===== src/rtl/usbfs_link_ctrl.sv =====
`timescale 1ns/1ps
// usbfs_link_ctrl: USB FS device link state (pull-up, bus reset, suspend/resume).
// Define USBFS_REMOTE_WAKEUP_EN to add the remote-wakeup K drive (WAKE state).
module usbfs_link_ctrl #(
    parameter int CLK_FREQ_HZ   = 60000000,
    parameter int DISCONNECT_MS = 1000,
    parameter int BUSRST_US     = 5,
    parameter int SUSPEND_MS    = 3,
    parameter int WAKEUP_MS     = 2
) (
    input  logic       clk,
    input  logic       rst,
    input  logic       usb_dp_rx,
    input  logic       usb_dn_rx,
    input  logic       tx_active,
    input  logic       soft_detach,
    input  logic       wakeup_req,
    output logic       usb_dp_pull,
    output logic       usb_rstn,
    output logic       suspend,
    output logic       bus_reset_pulse,
    output logic [1:0] line_state,
    output logic       wk_oe,
    output logic       wk_dp,
    output logic       wk_dn
);

    localparam int DISC_CYC = CLK_FREQ_HZ / 1000 * DISCONNECT_MS;
    localparam int BRST_CYC = CLK_FREQ_HZ / 1000000 * BUSRST_US;
    localparam int SUSP_CYC = CLK_FREQ_HZ / 1000 * SUSPEND_MS;
    localparam int WAKE_CYC = CLK_FREQ_HZ / 1000 * WAKEUP_MS;
    localparam int MAX_DS   = (DISC_CYC > SUSP_CYC) ? DISC_CYC : SUSP_CYC;
    localparam int MAX_BW   = (BRST_CYC > WAKE_CYC) ? BRST_CYC : WAKE_CYC;
    localparam int MAX_CYC  = (MAX_DS > MAX_BW) ? MAX_DS : MAX_BW;
    localparam int CW       = $clog2(MAX_CYC) + 1;

    localparam logic [CW-1:0] DISC_END = CW'(DISC_CYC - 1);
    localparam logic [CW-1:0] BRST_END = CW'(BRST_CYC - 1);
    localparam logic [CW-1:0] SUSP_END = CW'(SUSP_CYC - 1);
    localparam logic [CW-1:0] CNT_SAT  = CW'(MAX_CYC - 1);
    localparam logic [CW-1:0] CNT_ONE  = CW'(1);

    localparam logic [1:0] LS_SE0 = 2'b00;
    localparam logic [1:0] LS_J   = 2'b10;

    if (DISC_CYC < 2 || BRST_CYC < 2 || SUSP_CYC < 2 || WAKE_CYC < 2) begin : g_cfg_err
        $error("usbfs_link_ctrl: every derived cycle count must be >= 2");
    end

    typedef enum logic [2:0] {
        S_DISC,
        S_ATTACH,
        S_ACTIVE,
        S_BUS_RESET,
        S_SUSPEND
`ifdef USBFS_REMOTE_WAKEUP_EN
        ,
        S_WAKE
`endif
    } state_t;

    state_t        state, state_n;
    logic [CW-1:0] cnt, cnt_n, cnt_inc;
    logic [1:0]    sync1, sync2;
    logic          pulse_n, rstn_n, susp_n;

    always_ff @(posedge clk) begin
        if (rst) begin
            sync1 <= 2'b00;
            sync2 <= 2'b00;
        end else begin
            sync1 <= {usb_dp_rx, usb_dn_rx};
            sync2 <= sync1;
        end
    end

    assign line_state = sync2;

    always_comb begin
        state_n = state;
        cnt_n   = cnt;
        pulse_n = 1'b0;
        cnt_inc = (cnt >= CNT_SAT) ? cnt : cnt + CNT_ONE;
        unique case (state)
            S_DISC: begin
                if (cnt >= DISC_END) begin
                    state_n = S_ATTACH;
                    cnt_n   = '0;
                end else begin
                    cnt_n = cnt_inc;
                end
            end
            S_ATTACH: begin
                if (sync2 != LS_SE0) begin
                    state_n = S_ACTIVE;
                    cnt_n   = '0;
                end
            end
            S_ACTIVE: begin
                // cnt holds (samples in the current line run) - 1
                if (tx_active) begin
                    cnt_n = '0;
                end else if (sync2 == LS_SE0 && cnt >= BRST_END) begin
                    state_n = S_BUS_RESET;
                    cnt_n   = '0;
                    pulse_n = 1'b1;
                end else if (sync2 == LS_J && cnt >= SUSP_END) begin
                    state_n = S_SUSPEND;
                    cnt_n   = '0;
                end else if (sync1 != sync2) begin
                    cnt_n = '0;
                end else begin
                    cnt_n = cnt_inc;
                end
            end
            S_BUS_RESET: begin
                if (sync2 != LS_SE0) begin
                    state_n = S_ACTIVE;
                    cnt_n   = '0;
                end
            end
            S_SUSPEND: begin
                if (sync2 != LS_J) begin
                    state_n = S_ACTIVE;
                    cnt_n   = '0;
                end
`ifdef USBFS_REMOTE_WAKEUP_EN
                else if (wakeup_req) begin
                    state_n = S_WAKE;
                    cnt_n   = '0;
                end
`endif
            end
`ifdef USBFS_REMOTE_WAKEUP_EN
            S_WAKE: begin
                if (cnt >= CW'(WAKE_CYC - 1)) begin
                    state_n = S_ACTIVE;
                    cnt_n   = '0;
                end else begin
                    cnt_n = cnt_inc;
                end
            end
`endif
            default: begin
                state_n = S_DISC;
                cnt_n   = '0;
            end
        endcase
        if (soft_detach) begin
            state_n = S_DISC;
            cnt_n   = '0;
            pulse_n = 1'b0;
        end
    end

`ifdef USBFS_REMOTE_WAKEUP_EN
    assign rstn_n = (state_n == S_ACTIVE) || (state_n == S_SUSPEND) ||
                    (state_n == S_WAKE);
    assign susp_n = (state_n == S_SUSPEND) || (state_n == S_WAKE);
`else
    assign rstn_n = (state_n == S_ACTIVE) || (state_n == S_SUSPEND);
    assign susp_n = (state_n == S_SUSPEND);
`endif

    always_ff @(posedge clk) begin
        if (rst) begin
            state           <= S_DISC;
            cnt             <= '0;
            usb_dp_pull     <= 1'b0;
            usb_rstn        <= 1'b0;
            suspend         <= 1'b0;
            bus_reset_pulse <= 1'b0;
        end else begin
            state           <= state_n;
            cnt             <= cnt_n;
            usb_dp_pull     <= (state_n != S_DISC);
            usb_rstn        <= rstn_n;
            suspend         <= susp_n;
            bus_reset_pulse <= pulse_n;
        end
    end

    // K drive is D+ low, D- high, so wk_dp never leaves 0
    assign wk_dp = 1'b0;

`ifdef USBFS_REMOTE_WAKEUP_EN
    always_ff @(posedge clk) begin
        if (rst) begin
            wk_oe <= 1'b0;
            wk_dn <= 1'b0;
        end else begin
            wk_oe <= (state_n == S_WAKE);
            wk_dn <= (state_n == S_WAKE);
        end
    end
`else
    logic unused_wakeup;
    assign unused_wakeup = wakeup_req;
    assign wk_oe = 1'b0;
    assign wk_dn = 1'b0;
`endif

endmodule


===== config.mk =====
export PLATFORM = sky130hd
export DESIGN_NAME = usbfs_link_ctrl
export DESIGN_NICKNAME = d
export VERILOG_FILES = /design/src/rtl/usbfs_link_ctrl.sv
export SDC_FILE = /design/constraint.sdc
export NUM_CORES = 1
export LEC_CHECK = 0
export CAP_MARGIN = 25
export CORE_MARGIN = 2
export CORE_UTILIZATION = 50
export CTS_BUF_LIST = sky130_fd_sc_hd__clkbuf_16
export DETAILED_ROUTE_END_ITERATION = 7
export GPL_ROUTABILITY_DRIVEN = 0
export PLACE_DENSITY = 0.69
export SYNTH_ARGS = -nofsm -noshare
export SYNTH_HDL_FRONTEND = slang
export SYNTH_SLANG_ARGS = --single-unit

===== constraint.sdc =====
create_clock -name clk -period 2.5 [get_ports clk]
set_input_delay 0.5 -clock clk [delete_from_list [all_inputs] [get_ports clk]]
set_output_delay 0.5 -clock clk [all_outputs]
set_load 0.005 [all_outputs]

Yosys cells after proc, flatten, opt, wreduce, memory -nomap -nowiden. Cells that the tools add are included.

Input port bits: 7. Flip-flop bits (word level): 38. Output and inout port bits: 9. Word-level logic and storage cells: 53.

Reduce and logical (&&, ||, !) cells: 11. $add $sub $neg: 1. Order comparisons: 3. Bitwise gates (word level): 1. Equal/unequal tests: 11. Mux-type cells: 18.

Operator list (count): $mux W27 (8); $pmux W27 S4 (1); $add A27 B1 Y27 const B (1); $ge A27 B18 Y1 const B (1); $ge A27 B26 Y1 const B (1); $ge A27 B9 Y1 const B (1); $mux W3 (7); $pmux W3 S4 (1); $eq A3 B2 Y1 const B (3); $eq A3 B3 Y1 const B (2); $ne A2 B2 Y1 const B (2); $reduce_or A2 Y1 (2); $reduce_or A4 Y1 (1); $eq A3 B1 Y1 const B (1); $logic_not A3 Y1 (1); $reduce_bool A3 Y1 (1); $eq A2 B2 Y1 const B (1); $logic_and A1 B1 Y1 (2); $logic_not A2 Y1 (1); $ne A2 B1 Y1 const B (1); $ne A2 B2 Y1 (1); $reduce_and A2 Y1 (1); $reduce_bool A2 Y1 (1); $logic_or A1 B1 Y1 (1); 2 further kinds (2).

Logic depth before layout (Yosys ltp).
Depth after elaboration: 9. Mapped depth: 10. Gate-level depth less buffers: 10.

Least setup slack after synthesis. No wires, ideal clock.

Kind: reg2reg. Start point: register cnt[11]. End point: register usb_dp_pull. Period minus slack after synthesis: 2.405 ns. Library setup time: 0.127 ns. Data required time: 2.373 ns. Cell stages (with the launch flop): 8. Path buffers: 0. Slack: 0.095 ns. Arrival time: 2.278 ns. Path through: dfxtp_1 > or4_4 > a41o_1 > a221oi_4 > nand2_1 > a221oi_2 > nor2_1 > or3_1.

Word-level cells in the longest chain between the ends: 8. Elaborated cells between the ends (all ways): 12. Those cells by class: 3 x order compare; 6 x mux; 3 x reduce/logical.

RTL lines: start, declared (line 63) `logic [CW-1:0] cnt, cnt_n, cnt_inc;`; start signal, assigned (line 175) `cnt <= cnt_n;`; $ge A27 B18 Y1 (line 107) `end else if (sync2 == LS_J && cnt >= SUSP_END) begin`; $logic_and A1 B1 Y1 (line 107); $mux W3 (line 107); $mux W3 (line 103) `end else if (sync2 == LS_SE0 && cnt >= BRST_END) begin`; $mux W3 (line 101) `if (tx_active) begin`; $pmux W3 S4 * (line 84) `unique case (state)`; $mux W3 * (line 149) `if (soft_detach) begin`; $reduce_bool A3 Y1 * (line 176) `usb_dp_pull <= (state_n != S_DISC);`; end signal, assigned (line 176); end, declared (line 18) `output logic usb_dp_pull,`.

Every way passes the cells marked *; elsewhere a longest branch is shown, timed or not. A chain may end at the register's enable or synchronous reset.

Final worst setup path.
Start point: register cnt[14]. End point: register cnt[22].

Word-level cells in the longest chain between the ends: 7. Elaborated cells between the ends (all ways): 13. Those cells by class: 1 x add/sub; 3 x order compare; 7 x mux; 2 x reduce/logical.

RTL lines: $add A27 B1 Y27 / $ge A27 B26 Y1 (equally long branches) (line 83, 86); $mux W27 (line 83) `cnt_inc = (cnt >= CNT_SAT) ? cnt : cnt + CNT_ONE;`; $mux W27 (line 110) `end else if (sync1 != sync2) begin`; $mux W27 (line 107); $mux W27 (line 103); $mux W27 (line 101); $pmux W27 S4 * (line 84).

Marked as above.

==> flow_summary.yaml <==
clocking:
  cts_tree: "built"
  path_clk_slew_ps: 60
  cts_root_buf: "clkbuf_16"
  numClockSinks: 38
  cts_buffers: 5
  cts_buffer_depth: 2
  clock_latency_ps: 290
  htree_levels: 2
floorplan:
  start_util: 0.515
  die_x_um: 70.5
  chipHeight_um: 70.5
  die-area_sq_um: 4970
  coreArea_sq_um: 4290
  row_count: 24
  ios: 16
finish:
  regArea_sq_um: 762
  fin_util: 0.647
  diodes: 0
  fillers: 383
  syn2layout_area_growth_pct: 25.8
  multi_input_area_sq_um: 1360
  fin_nets: 321
  fin_area_sq_um: 2780
  layout-drive-gt1-share: 0.201
critical_path:
  arrival_ps: 2710
  cpMaxStageDelayCell: "or4_4"
  cp_num_buf_inv: 1
  critPathMaxFanout: 10
  path_class: "reg2reg"
  cp_top_family: "simple AND/OR/NAND/NOR gates"
  cp_data_required_time_ps: 2730
  startpoint_type: "flip-flop"
  cp-end-kind: "flip-flop"
  critPathMaxStageDelay_ps: 560
  crit_chain: "or4_4 -> a41o_1 -> a221oi_4 -> nand4_1 -> o31ai_4 -> buf_12 -> or3b_1 -> nand3_1"
timing:
  drv_slew: 0
  finalClockSkew_ps: 6.83
  worst_pin_slew_ps: 643
  maxSlewHeadroom: 0.568
  period_needed_ps: 2480
  hold_slack_ps: 473
  hold_viol_final: 0
  finalSetupViolCount: 0
  layout_worst_path_cycle_share: 0.992
  rsz0062_at_grt: "true"
  max_freq_mhz: 403
route:
  viasPerCell: 5.91
  routedWlPerCell_um: 15.0
  antenna_left: 0
  dr.pass1.iters: 4
  drt_iter0_drc: 118
  dr_total_vias: 2158
  wirelength_um: 5480
  drc: 0
power_and_ir_drop:
  sw_frac_of_total: 0.223
  p_per_area_nw_per_um2: 470
  switchingPower_uw: 291
  ir_drop_v: 0.000393
  combinationalPowerShare: 0.058
  leakage_nw: 1.13
  seq_power_share: 0.477
  p_clk_frac: 0.464
  total_power_mw: 1.31
  p_int_mw: 1.01
synthesis:
  yosysUniqueCellTypes: 59
  synth_edf_count: 0
  synth_area_leaders: "dfxtp_1 (34%), nand2_1 (4.2%), nand3_1 (4.1%), a21oi_1 (3.9%), a31oi_1 (3.7%)"
  synth-seq-cells: 38
  synth.avg_cell_area_sq_um: 8.03
  yosys.area.top_type_share: 0.344
  netlist_instances: 275
  syn-cell-area_sq_um: 2210
  synth_top_cell_by_area: "dfxtp_1"
  yosysWarnings: 0
  ys_seq_area_frac: 0.344
  synthArstFlopShare: 0
  synth_ff_type: "dfxtp_1"
hold_path:
  hold_class: "reg2reg"
run:
  cap_violations: 0
placed_design:
  hpwl_um: 3740
  post_dp_cell_area_sq_um: 2520
  io_buffers: 11
grt:
  grt_use_total: 0.233
  grt_overflow: 0
  grt_max_degree: 27
  grt_pass1_wl_um: 9210
  antenna_found_initial: 0
  grt_pass1_vias: 2009
run_status:
  status: "finished clean"
[worst reg2reg max path, delay by kind of cell, from the launching register on]
family / cells / cell delay (ps)
and+or+nand+nor: 4 / 1200
AOI/OAI and AO/OA: 3 / 730
DFF: 1 / 320
buffers and inverters: 1 / 170
[power groups by stage]
stage	clock network, mW	logic (mW)	registers (mW)
6_report	0.606	0.0759	0.623
3_3_place_gp	0	0.0627	0.636
4_1_cts	0.614	0.0637	0.623
3_5_place_dp	0	0.0635	0.636
5_1_grt	0.634	0.0845	0.625
2_1_floorplan	0	0.0476	0.630
[what timing repair did]
action	CTS	global route
setup buffers	2	5
pin swaps	2	10
cloned	0	1
setup endpoints to repair	1	23
gates resized for setup	1	10
hold buffers	0	0
[logic make-up after synthesis]
group	count (synthesis)	share of synthesized area
simple gates	124	0.304
compound gates	70	0.229
flops	38	0.344
buf+inv	30	0.0674
xor+xnor	6	0.0238
mux	4	0.0181
fa+ha+maj	2	0.0113
other cells	1	0.00170
[placed cells by master (no fill, tap or decap), drive strengths merged, types with 5 or more instances in the layout]
cell type | Yosys | routed
nor2b | 5 | 5
a21oi | 17 | 17
dfxtp | 38 | 38
nand3 | 19 | 19
inv | 10 | 11
o21ai | 8 | 8
nand2 | 25 | 25
nor2 | 18 | 18
buf | 8 | 35
nor3 | 14 | 14
and3 | 12 | 12
nand4 | 7 | 7
clkdlybuf4s50 | 0 | 11
clkbuf | 11 | 6
a31oi | 13 | 13
[metrics by stage]
| step | setup WS [ps] | instances | setup TNS [ps] |
|---|---|---|---|
| global placement | -10.7 | 349 | -10.7 |
| CTS | 3.05 | 359 | 0 |
| detailed placement | -26.6 | 349 | -26.6 |
| floorplan | 95.5 | 277 | 0 |
| finish | 18.9 | 365 | 0 |
| global route | -53.5 | 365 | -285 |
[synth_stat cells (all sizes together), types with 2 or more instances]
library cell and instances:
nand4 7, o22a 2, nand3 19, nand2b 3, and2 4, xor2 3
a221oi 2, a22o 3, nor2 18, nand2 25, or2 3, inv 10
a211o 2, nor2b 5, ha 2, xnor2 3, a31oi 13, or4 3
o21ai 8, o211ai 3, a21o 3, nor4 2, a211oi 2, nor3b 2
and4 2, a32o 3, a21oi 17, clkbuf 11, buf 8, mux2i 4
dfxtp 38, or3 2, nor3 14, and3 12, a21boi 2, o2bb2ai 2
[worst paths after layout]
check / startpoint / end / slack [ps] / cells past startpoint
worst min register to register: sync1[1] / line_state[1] / 470 / 1
worst max register to register: cnt[14] / cnt[22] / 20 / 8
worst max-delay path: cnt[14] / cnt[22] / 20 / 8
worst min-delay path: sync1[1] / line_state[1] / 470 / 1
[routing by layer]
metal	GRT usage	wire [um]	vias to the layer above
li1	-	-	1082
met1	0.309	2610	1020
met2	0.371	2580	49
met3	0.0462	213	7
met4	0.0897	76	0
met5	0	0	-
[state kept, by name (all words and copies together) (netlist names)]
name and flops:
suspend 1, usb_dp_pull 1, line_state 2, sync1 2, cnt 27, usb_rstn 1
state 3, bus_reset_pulse 1
[layout make-up]
| type | instances | share of cell area |
|---|---|---|
| Clock inverter | 3 | 0.00450 |
| Multi-Input combinational cell | 209 | 0.488 |
| Timing Repair Buffer | 47 | 0.150 |
| Clock buffer | 5 | 0.0450 |
| Inverter | 11 | 0.0149 |
| Tap cell | 52 | 0.0234 |
| Sequential cell | 38 | 0.274 |
(Power assumes the default switching activity.)
